===== src/rtl/rdm_pkg.sv =====
// Shared definitions for the rdm_req/rdm8 random-byte interface,
// imported by the byte server and by the cmp-side consumers.
package rdm_pkg;

    localparam int RDM_WORD_W = 64;
    localparam int RDM_BYTE_W = 8;

    typedef enum logic {
        PRIME = 1'b0,
        SERVE = 1'b1
    } rdm_srv_st_e;

endpackage


===== src/rtl/rdm_ring.sv =====
// Byte ring for the random-byte server: one 64-bit word written per cycle,
// one byte read combinationally. The storage is intentionally not reset.
module rdm_ring
    import rdm_pkg::*;
#(
    parameter int DEPTH_W = 4
) (
    input  logic                            clk,
    input  logic                            we_i,
    input  logic [$clog2(DEPTH_W)-1:0]      wr_ptr_i,
    input  logic [RDM_WORD_W-1:0]           wdata_i,
    input  logic [$clog2(DEPTH_W*8)-1:0]    rd_ptr_i,
    output logic [RDM_BYTE_W-1:0]           rdata_o
);

    localparam int CAP = DEPTH_W * 8;
    localparam int BPW = RDM_WORD_W / RDM_BYTE_W;

    logic [RDM_BYTE_W-1:0] mem_q [CAP];

    // Byte k of the word lands in slot wr_ptr*8+k, so word_in[7:0] is served first.
    always_ff @(posedge clk) begin
        if (we_i) begin
            for (int k = 0; k < BPW; k++) begin
                mem_q[{wr_ptr_i, 3'(k)}] <= wdata_i[RDM_BYTE_W*k +: RDM_BYTE_W];
            end
        end
    end

    assign rdata_o = mem_q[rd_ptr_i];

endmodule


===== src/rtl/rdm_byte_srv.sv =====
// Random-byte server: buffers 64-bit PRNG words and serves one byte per
// rdm_req with zero latency. Optional counters under RDM_SRV_STATS_EN.
//
//  state | meaning
//  PRIME | filling after reset/flush/underflow; rdm_ready low (requests still served if level>0)
//  SERVE | primed; rdm_ready high until underflow or flush
module rdm_byte_srv
    import rdm_pkg::*;
#(
    parameter int DEPTH_W = 4,
    parameter int PRIME_B = 16
) (
    input  logic                            clk,
    input  logic                            rst_n,
    input  logic                            flush,
    input  logic [RDM_WORD_W-1:0]           word_in,
    input  logic                            word_valid,
    output logic                            word_ready,
    input  logic                            rdm_req,
    output logic [RDM_BYTE_W-1:0]           rdm8,
    output logic                            rdm_ready,
    output logic [$clog2(DEPTH_W*8):0]      level,
    output logic                            underflow
`ifdef RDM_SRV_STATS_EN
    ,
    output logic [31:0]                     stat_bytes,
    output logic [15:0]                     stat_stall
`endif
);

    localparam int CAP   = DEPTH_W * 8;
    localparam int LVL_W = $clog2(CAP) + 1;
    localparam int RP_W  = $clog2(CAP);
    localparam int WP_W  = $clog2(DEPTH_W);
    localparam logic [LVL_W-1:0] WR_LIMIT  = LVL_W'(CAP - 8);
    localparam logic [LVL_W-1:0] PRIME_LVL = LVL_W'(PRIME_B);

    rdm_srv_st_e             state_q, state_d;
    logic [LVL_W-1:0]        level_q, level_d;
    logic [RP_W-1:0]         rd_ptr_q, rd_ptr_d;
    logic [WP_W-1:0]         wr_ptr_q, wr_ptr_d;
    logic                    uflow_q, uflow_d;
    logic                    empty, push, pop, uf_evt;
    logic [RDM_BYTE_W-1:0]   head;

    // word_ready depends only on registered level and flush, never on rdm_req.
    assign empty      = (level_q == '0);
    assign word_ready = (level_q <= WR_LIMIT) && !flush;
    assign push       = word_valid && word_ready;
    assign pop        = rdm_req && !empty && !flush;
    assign uf_evt     = rdm_req && empty && !flush;

    rdm_ring #(.DEPTH_W(DEPTH_W)) u_ring (
        .clk      (clk),
        .we_i     (push),
        .wr_ptr_i (wr_ptr_q),
        .wdata_i  (word_in),
        .rd_ptr_i (rd_ptr_q),
        .rdata_o  (head)
    );

    always_comb begin
        level_d  = level_q;
        rd_ptr_d = rd_ptr_q;
        wr_ptr_d = wr_ptr_q;
        uflow_d  = uflow_q;
        if (flush) begin
            level_d  = '0;
            rd_ptr_d = '0;
            wr_ptr_d = '0;
            uflow_d  = 1'b0;
        end else begin
            if (push) begin
                level_d  = level_d + LVL_W'(8);
                wr_ptr_d = wr_ptr_q + WP_W'(1);
            end
            if (pop) begin
                level_d  = level_d - LVL_W'(1);
                rd_ptr_d = rd_ptr_q + RP_W'(1);
            end
            if (uf_evt) begin
                uflow_d = 1'b1;
            end
        end
    end

    always_ff @(posedge clk or negedge rst_n) begin
        if (!rst_n) begin
            level_q  <= '0;
            rd_ptr_q <= '0;
            wr_ptr_q <= '0;
            uflow_q  <= 1'b0;
        end else begin
            level_q  <= level_d;
            rd_ptr_q <= rd_ptr_d;
            wr_ptr_q <= wr_ptr_d;
            uflow_q  <= uflow_d;
        end
    end

    always_ff @(posedge clk or negedge rst_n) begin
        if (!rst_n) begin
            state_q <= PRIME;
        end else begin
            state_q <= state_d;
        end
    end

    // Entry uses the next-cycle level so rdm_ready rises together with the priming byte count.
    always_comb begin
        state_d = state_q;
        case (state_q)
            PRIME: if (!flush && !uf_evt && level_d >= PRIME_LVL) state_d = SERVE;
            SERVE: if (flush || uf_evt) state_d = PRIME;
        endcase
    end

    always_comb begin
        rdm_ready = (state_q == SERVE);
    end

    assign rdm8      = empty ? '0 : head;
    assign level     = level_q;
    assign underflow = uflow_q;

`ifdef RDM_SRV_STATS_EN
    logic [31:0] sbytes_q;
    logic [15:0] sstall_q;

    always_ff @(posedge clk or negedge rst_n) begin
        if (!rst_n) begin
            sbytes_q <= '0;
            sstall_q <= '0;
        end else if (flush) begin
            sbytes_q <= '0;
            sstall_q <= '0;
        end else begin
            if (pop && sbytes_q != '1) sbytes_q <= sbytes_q + 32'd1;
            if (word_valid && !word_ready && sstall_q != '1) sstall_q <= sstall_q + 16'd1;
        end
    end

    assign stat_bytes = sbytes_q;
    assign stat_stall = sstall_q;
`endif

endmodule

===== config.mk =====
export PLATFORM = sky130hd
export DESIGN_NAME = rdm_byte_srv
export DESIGN_NICKNAME = d
export VERILOG_FILES = /design/src/rtl/rdm_pkg.sv /design/src/rtl/rdm_ring.sv /design/src/rtl/rdm_byte_srv.sv
export SDC_FILE = /design/constraint.sdc
export NUM_CORES = 1
export LEC_CHECK = 0
export ABC_AREA = 1
export BUFFER_PORTS_ARGS = -buffer_cell sky130_fd_sc_hd__buf_2
export CAP_MARGIN = 20
export CORE_MARGIN = 1
export CORE_UTILIZATION = 35
export DETAILED_ROUTE_END_ITERATION = 6
export GPL_TIMING_DRIVEN = 0
export PLACE_DENSITY = 0.55
export SLEW_MARGIN = 20
export SYNTH_ARGS = -nofsm -noshare
export SYNTH_HDL_FRONTEND = slang
export SYNTH_SLANG_ARGS = --single-unit

===== constraint.sdc =====
create_clock -name clk -period 3.8 [get_ports clk]
set_input_delay 0.76 -clock clk [delete_from_list [all_inputs] [get_ports clk]]
set_output_delay 0.76 -clock clk [all_outputs]
set_load 0.1 [all_outputs]

# Yosys cells after proc, flatten, opt, wreduce, memory -nomap -nowiden
# Memory sizes are Yosys's and may differ from the RTL's.
# Cells that the tools add are included.
[classes] n_mux=16 n_lt_le_gt_ge=2 bitwise=1 n_reduce_logical=16 addsub=4
[op_table] op="6-bit 2-to-1 mux" n=4
[op_table] op="5-bit 2-to-1 mux" n=2
[op_table] op="1-bit logical AND" n=8
[op_table] op="8-bit 2-to-1 mux" n=1
[op_table] op="6-bit by 4-bit adder with 6-bit output, second input constant" n=1
[op_table] op="6-bit by 5-bit greater-or-equal comparator with 1-bit output, second input constant" n=1
[op_table] op="6-bit by 5-bit less-or-equal comparator with 1-bit output, second input constant" n=1
[op_table] op="6-bit logical NOT" n=1
[op_table] op="1-bit 2-to-1 mux" n=6
[op_table] op="2-bit nonzero test" n=3
[op_table] op="6-bit by 1-bit subtractor with 6-bit output, second input constant" n=1
[op_table] op="5-bit by 1-bit adder with 5-bit output, second input constant" n=1
[op_table] op="2-bit 2-to-1 mux" n=2
[op_table] op="1-bit logical NOT" n=3
[op_table] op="2-bit by 1-bit adder with 2-bit output, second input constant" n=1
[op_table] op="1-bit one-hot mux with 2 select lines" n=1
[op_table] op="1-bit logical OR" n=1
[op_table] op="1-bit inverter" n=1
[word_totals] mem_count=1 input_bits=69 output_inout_bits=17 reg_bits=15 ram_bits=256
[memory_table] memory="u_ring.mem_q" depth=32 word_bits=8 rd=1 rd_ports_with_merged_regs=0 write_ports=8 line="rdm_ring.sv:19" text="logic [RDM_BYTE_W-1:0] mem_q [CAP];"

# Logic depth before layout (Yosys ltp)
[logic_depth] depth_word=12 depth_mapped=14 depth_no_buf=14

# By module
# From an unflattened synthesis, not the netlist that was laid out.
[hier_totals] hier_cells=998 hier_area_um2=11400.9
[by_module_without_submodules] mod="rdm_ring" cells_each=872 area_per_inst_um2=10455.0 seq_area_each_um2=7687.4 n_inst=1
[by_module_without_submodules] mod="rdm_byte_srv" cells_each=126 area_per_inst_um2=945.9 seq_area_each_um2=375.4 n_inst=1

# Worst setup path before layout
# No wires, ideal clock.
[synth_path] path_type="reg-to-reg" startpoint="register level_q[0], in the netlist level[0]" endpoint="memory u_ring.mem_q[0][0], enable pin" synth_period_minus_slack_ns=4.654 path_slack_ns=-0.854 arrival_time_ns=4.168 path_buffers=0 setup_ns=0.486 path_stages_with_launch=7 cell_sequence="dfrtp_1 > inv_1 > ha_1 > nand2_1 > nand2_1 > nand3_4 > nor2_1"
[synth_lines] item="start, declared" line="rdm_byte_srv.sv:39" text="logic [LVL_W-1:0] level_q, level_d;"
[synth_lines] item="start signal, assigned" line="rdm_byte_srv.sv:94" text="level_q <= level_d;"
[synth_lines] item="end, declared" line="rdm_ring.sv:19"

# Worst setup path in the final report
[layout_path] startpoint="register rd_ptr_q[2]" endpoint="output rdm8[3]"
[layout_between] elab_chain_len=2
[layout_rtl] item="start, declared" line="rdm_byte_srv.sv:40" text="logic [RP_W-1:0] rd_ptr_q, rd_ptr_d;"
[layout_rtl] item="start signal, assigned" line="rdm_byte_srv.sv:95" text="rd_ptr_q <= rd_ptr_d;"
[layout_rtl] item="memory read 32 x 8 bit"
[layout_rtl] item="8-bit 2-to-1 mux" line="rdm_byte_srv.sv:122" text="assign rdm8 = empty ? '0 : head;"
[layout_rtl] item="end, declared" line="rdm_byte_srv.sv:20" text="output logic [RDM_BYTE_W-1:0] rdm8,"
# Every way passes these cells.

==> impl_metrics.py <==
metrics = {
    "outcome": {
        "status": "finished, violations left",
        "violations": "DRC",
    },
    "drt": {
        "viasPerCell": 5.286,
        "drtIter0Drc": 894,
        "wl_um": 32160,
        "drcViolationCount": 24,
        "ant_nets": 0,
        "wl_per_cell_um": 22.66,
        "dr.pass1.iters": 7,
        "num_vias": 7501,
    },
    "sta": {
        "hold_violations": 0,
        "slew_headroom_pct": 47.69,
        "max_clock_freq_mhz": 268.0,
        "setup_viol": 0,
        "worst_pin_slew_ns": 0.7847,
        "period_minus_slack_ns": 3.731,
        "tns_ns": 0,
        "period_share_pct": 98.18,
        "drv_slew": 0,
        "grt_setup_unrepaired": "false",
        "skew_ns": 0.03324,
    },
    "clocking": {
        "clock_latency_ns": 0.56,
        "clk_pin_slew_ns": 0.06,
        "cts-root-buf": "clkbuf_16",
        "tritoncts": "yes",
        "cts_buffers": 29,
        "clockBufferDepth": 3,
        "htreeDepth": 1,
        "clkSinkCount": 271,
    },
    "logic_synthesis": {
        "synth_nets": 949,
        "yosysTopAreaCell": "edfxtp_1",
        "ys_ff_latch": 271,
        "yosys_warnings": 0,
        "synth_top_area_share_pct": 70.04,
        "syn_inst": 872,
        "yosys-top-cells-area": "edfxtp_1 (70%), nor2_1 (6.3%), o21ai_0 (4.6%), dfrtp_1 (3.4%), nand2_1 (2.4%)",
        "ys_types": 28,
        "synth_area_per_cell_um2": 12.59,
        "seq_area_frac_synth_pct": 73.46,
        "syn_area_um2": 10980,
    },
    "worst_setup_path": {
        "slowest_delay_ns": 0.57,
        "r2r_cells": 8,
        "cp_common_cell": "buf_2",
        "worst_setup_path_end_kind": "primary output",
        "crit_slowest_cell": "nor2_1",
        "worst_setup_path_start_kind": "flip-flop",
        "crit_buf_inv": 3,
        "path_max_fanout": 10,
        "r2r_start": "level[0]",
        "crit_arrival_ns": 2.97,
        "crit_family": "buffers and inverters",
        "r2r_end": "u_ring.mem_q[12][7]",
        "crit_type": "reg -> out",
        "path_cells": "buf_2 -> nor2_1 -> buf_2 -> nand2_1 -> nand3_1 -> a31oi_1 -> nor2_1 -> buf_2",
        "crit_required_ns": 3.04,
        "r2r_setup_slack_ns": 1.30,
    },
    "global_route": {
        "grt_max_degree": 25,
        "grt_pass1_wl_um": 46530,
        "overflow": 0,
        "grt_usage_pct": 20.39,
        "grt_pass1_vias": 7135,
        "antenna_found_initial": 1,
    },
    "layout": {
        "fin_nets": 1075,
        "final_cell_mix": "edfxtp_1 (256), nor2_1 (179), buf_2 (107), o21ai_0 (100), nand2_1 (69)",
        "fill_cells": 2895,
        "finalNonFillerCells": 1419,
        "drive_above_1_share_pct": 19.29,
        "syn_to_final_growth_pct": 20.25,
        "layout_commonest_cell": "edfxtp_1",
    },
    "power_and_ir_drop": {
        "power.internal_w": 0.005981,
        "p_seq_share_pct": 37.2,
        "p_leak_nw": 4.691,
        "power_density_nw_per_um2": 726.2,
        "p_switching_w": 0.003603,
        "peakVddDrop_mv": 0.4775,
        "power_w": 0.009584,
        "p_clk_share_pct": 30.9,
        "swShare_pct": 37.59,
        "power_frac_comb_pct": 31.9,
    },
    "place": {
        "gp_congestion": 0.8803,
        "dp.cells": 1363,
        "place.port_buffers": 84,
        "dpl.hpwl_um": 21710,
    },
    "run": {
        "cap_violations": 0,
    },
    "die": {
        "fp.dieH_um": 179.1,
        "initial_core_util_pct": 35.69,
        "die_w_um": 179.1,
        "io_pins": 86,
        "die-area_um2": 32070,
        "core-area_um2": 30750,
        "num_rows": 64,
    },
    "min_path": {
        "min_path_type": "in -> async",
    },
}
==> routing by layer <==
layer  vias to the layer above  wire length (um)  track usage [%]
met4                         0              1013            7.133
met5                         -                 0                0
li1                       3424                 -                -
met2                       348             14700            32.32
met3                        63              2702            3.584
met1                      3666             13740            28.08
==> worst register-to-register path, cell delays in order, from the launching register on <==
cell and delay (ns):
dfrtp_1 0.41, inv_1 0.12, ha_1 0.22, nand2_1 0.09
nand2_1 0.13, nand3_4 0.19, nor2_4 0.56, buf_12 0.27
buf_12 0.22
==> kinds of logic (layout without fill, tap and decap cells) <==
kind of cell    after synthesis  in the layout  share of synthesized area (%)
buf+inv                      81            230                          3.671
other cells                   0              2                              0
compound gates              224            224                          11.35
xor+xnor                      1              1                        0.07981
simple gates                287            287                          10.52
fa+ha+maj                     8              8                         0.9120
flops                       271            271                          73.46
==> registers in the layout, indices dropped and copies added, names as in the netlist <==
signal and count:
u_ring.mem_q 256, underflow 1, rdm_ready 1, rd_ptr_q 5, level 6, wr_ptr_q 2
==> timing repair <==
action / in CTS / in global routing
buffers inserted: 0 / 0
endpoints found under the setup margin: 6 / 6
resized for setup: 4 / 8
hold buffers: 0 / 0
==> layout make-up <==
| class | instances | area (um2) | share of cell area (%) |
|---|---|---|---|
| Sequential cell | 271 | 8063 | 61.09 |
| Multi-Input combinational cell | 520 | 2540 | 19.25 |
| Timing Repair Buffer | 95 | 683.2 | 5.176 |
| Clock inverter | 20 | 255.2 | 1.934 |
| Buffer | 52 | 302.8 | 2.294 |
| Antenna cell | 2 | 5.005 | 0.03792 |
| Clock buffer | 34 | 744.5 | 5.641 |
| Tap cell | 396 | 495.5 | 3.754 |
| Inverter | 29 | 108.9 | 0.8248 |
==> metrics by stage <==
| step | util (%) | hold slack, ns | worst slack [ns] | cell area [um2] |
|---|---|---|---|---|
| 2_1_floorplan | - | 0.4644 | -0.8540 | 10980 |
| 3_3_place_gp | 38.67 | 0.4782 | -2.352 | 11890 |
| 3_5_place_dp | 39.61 | 0.4855 | 0.3648 | 12180 |
| 4_1_cts | 42.88 | 0.1256 | 0.006177 | 13180 |
| 5_1_grt | 42.90 | 0.1483 | 0.01735 | 13190 |
| 6_report | 42.92 | 0.1356 | 0.06913 | 13200 |
==> power groups by stage <==
stage	clock, W	sequential (W)	combinational (W)
CTS	0.00300	0.00356	0.00302
global placement	0	0.00365	0.00293
finish	0.00296	0.00356	0.00306
floorplan	0	0.00383	0.00177
detailed placement	0	0.00362	0.00301
global route	0.00310	0.00358	0.00323
==> cells in the mapped netlist, drive strengths merged <==
cell type	count
a21boi	1
nor3	1
buf	39
a21oi	9
nand4	5
clkbuf	13
edfxtp	256
a31oi	6
xor2	1
o211ai	28
nor2	186
inv	29
nand2	70
o22ai	36
dfrtp	15
ha	8
o21ai	144
nand3	25
==> how the worst max path moves through the flow <==
stage,start,to,slack [ns],cells after the start
global route,rd_ptr_q[2],rdm8[3],0.02,8
global placement,flush,u_ring.mem_q[23][5],-2.35,4
floorplan,level[0],u_ring.mem_q[0][0],-0.85,6
detailed placement,rd_ptr_q[1],rdm8[0],0.36,9
finish,rd_ptr_q[2],rdm8[3],0.07,8
CTS,rd_ptr_q[0],rdm8[2],0.006,8
(Power assumes the default switching activity.)
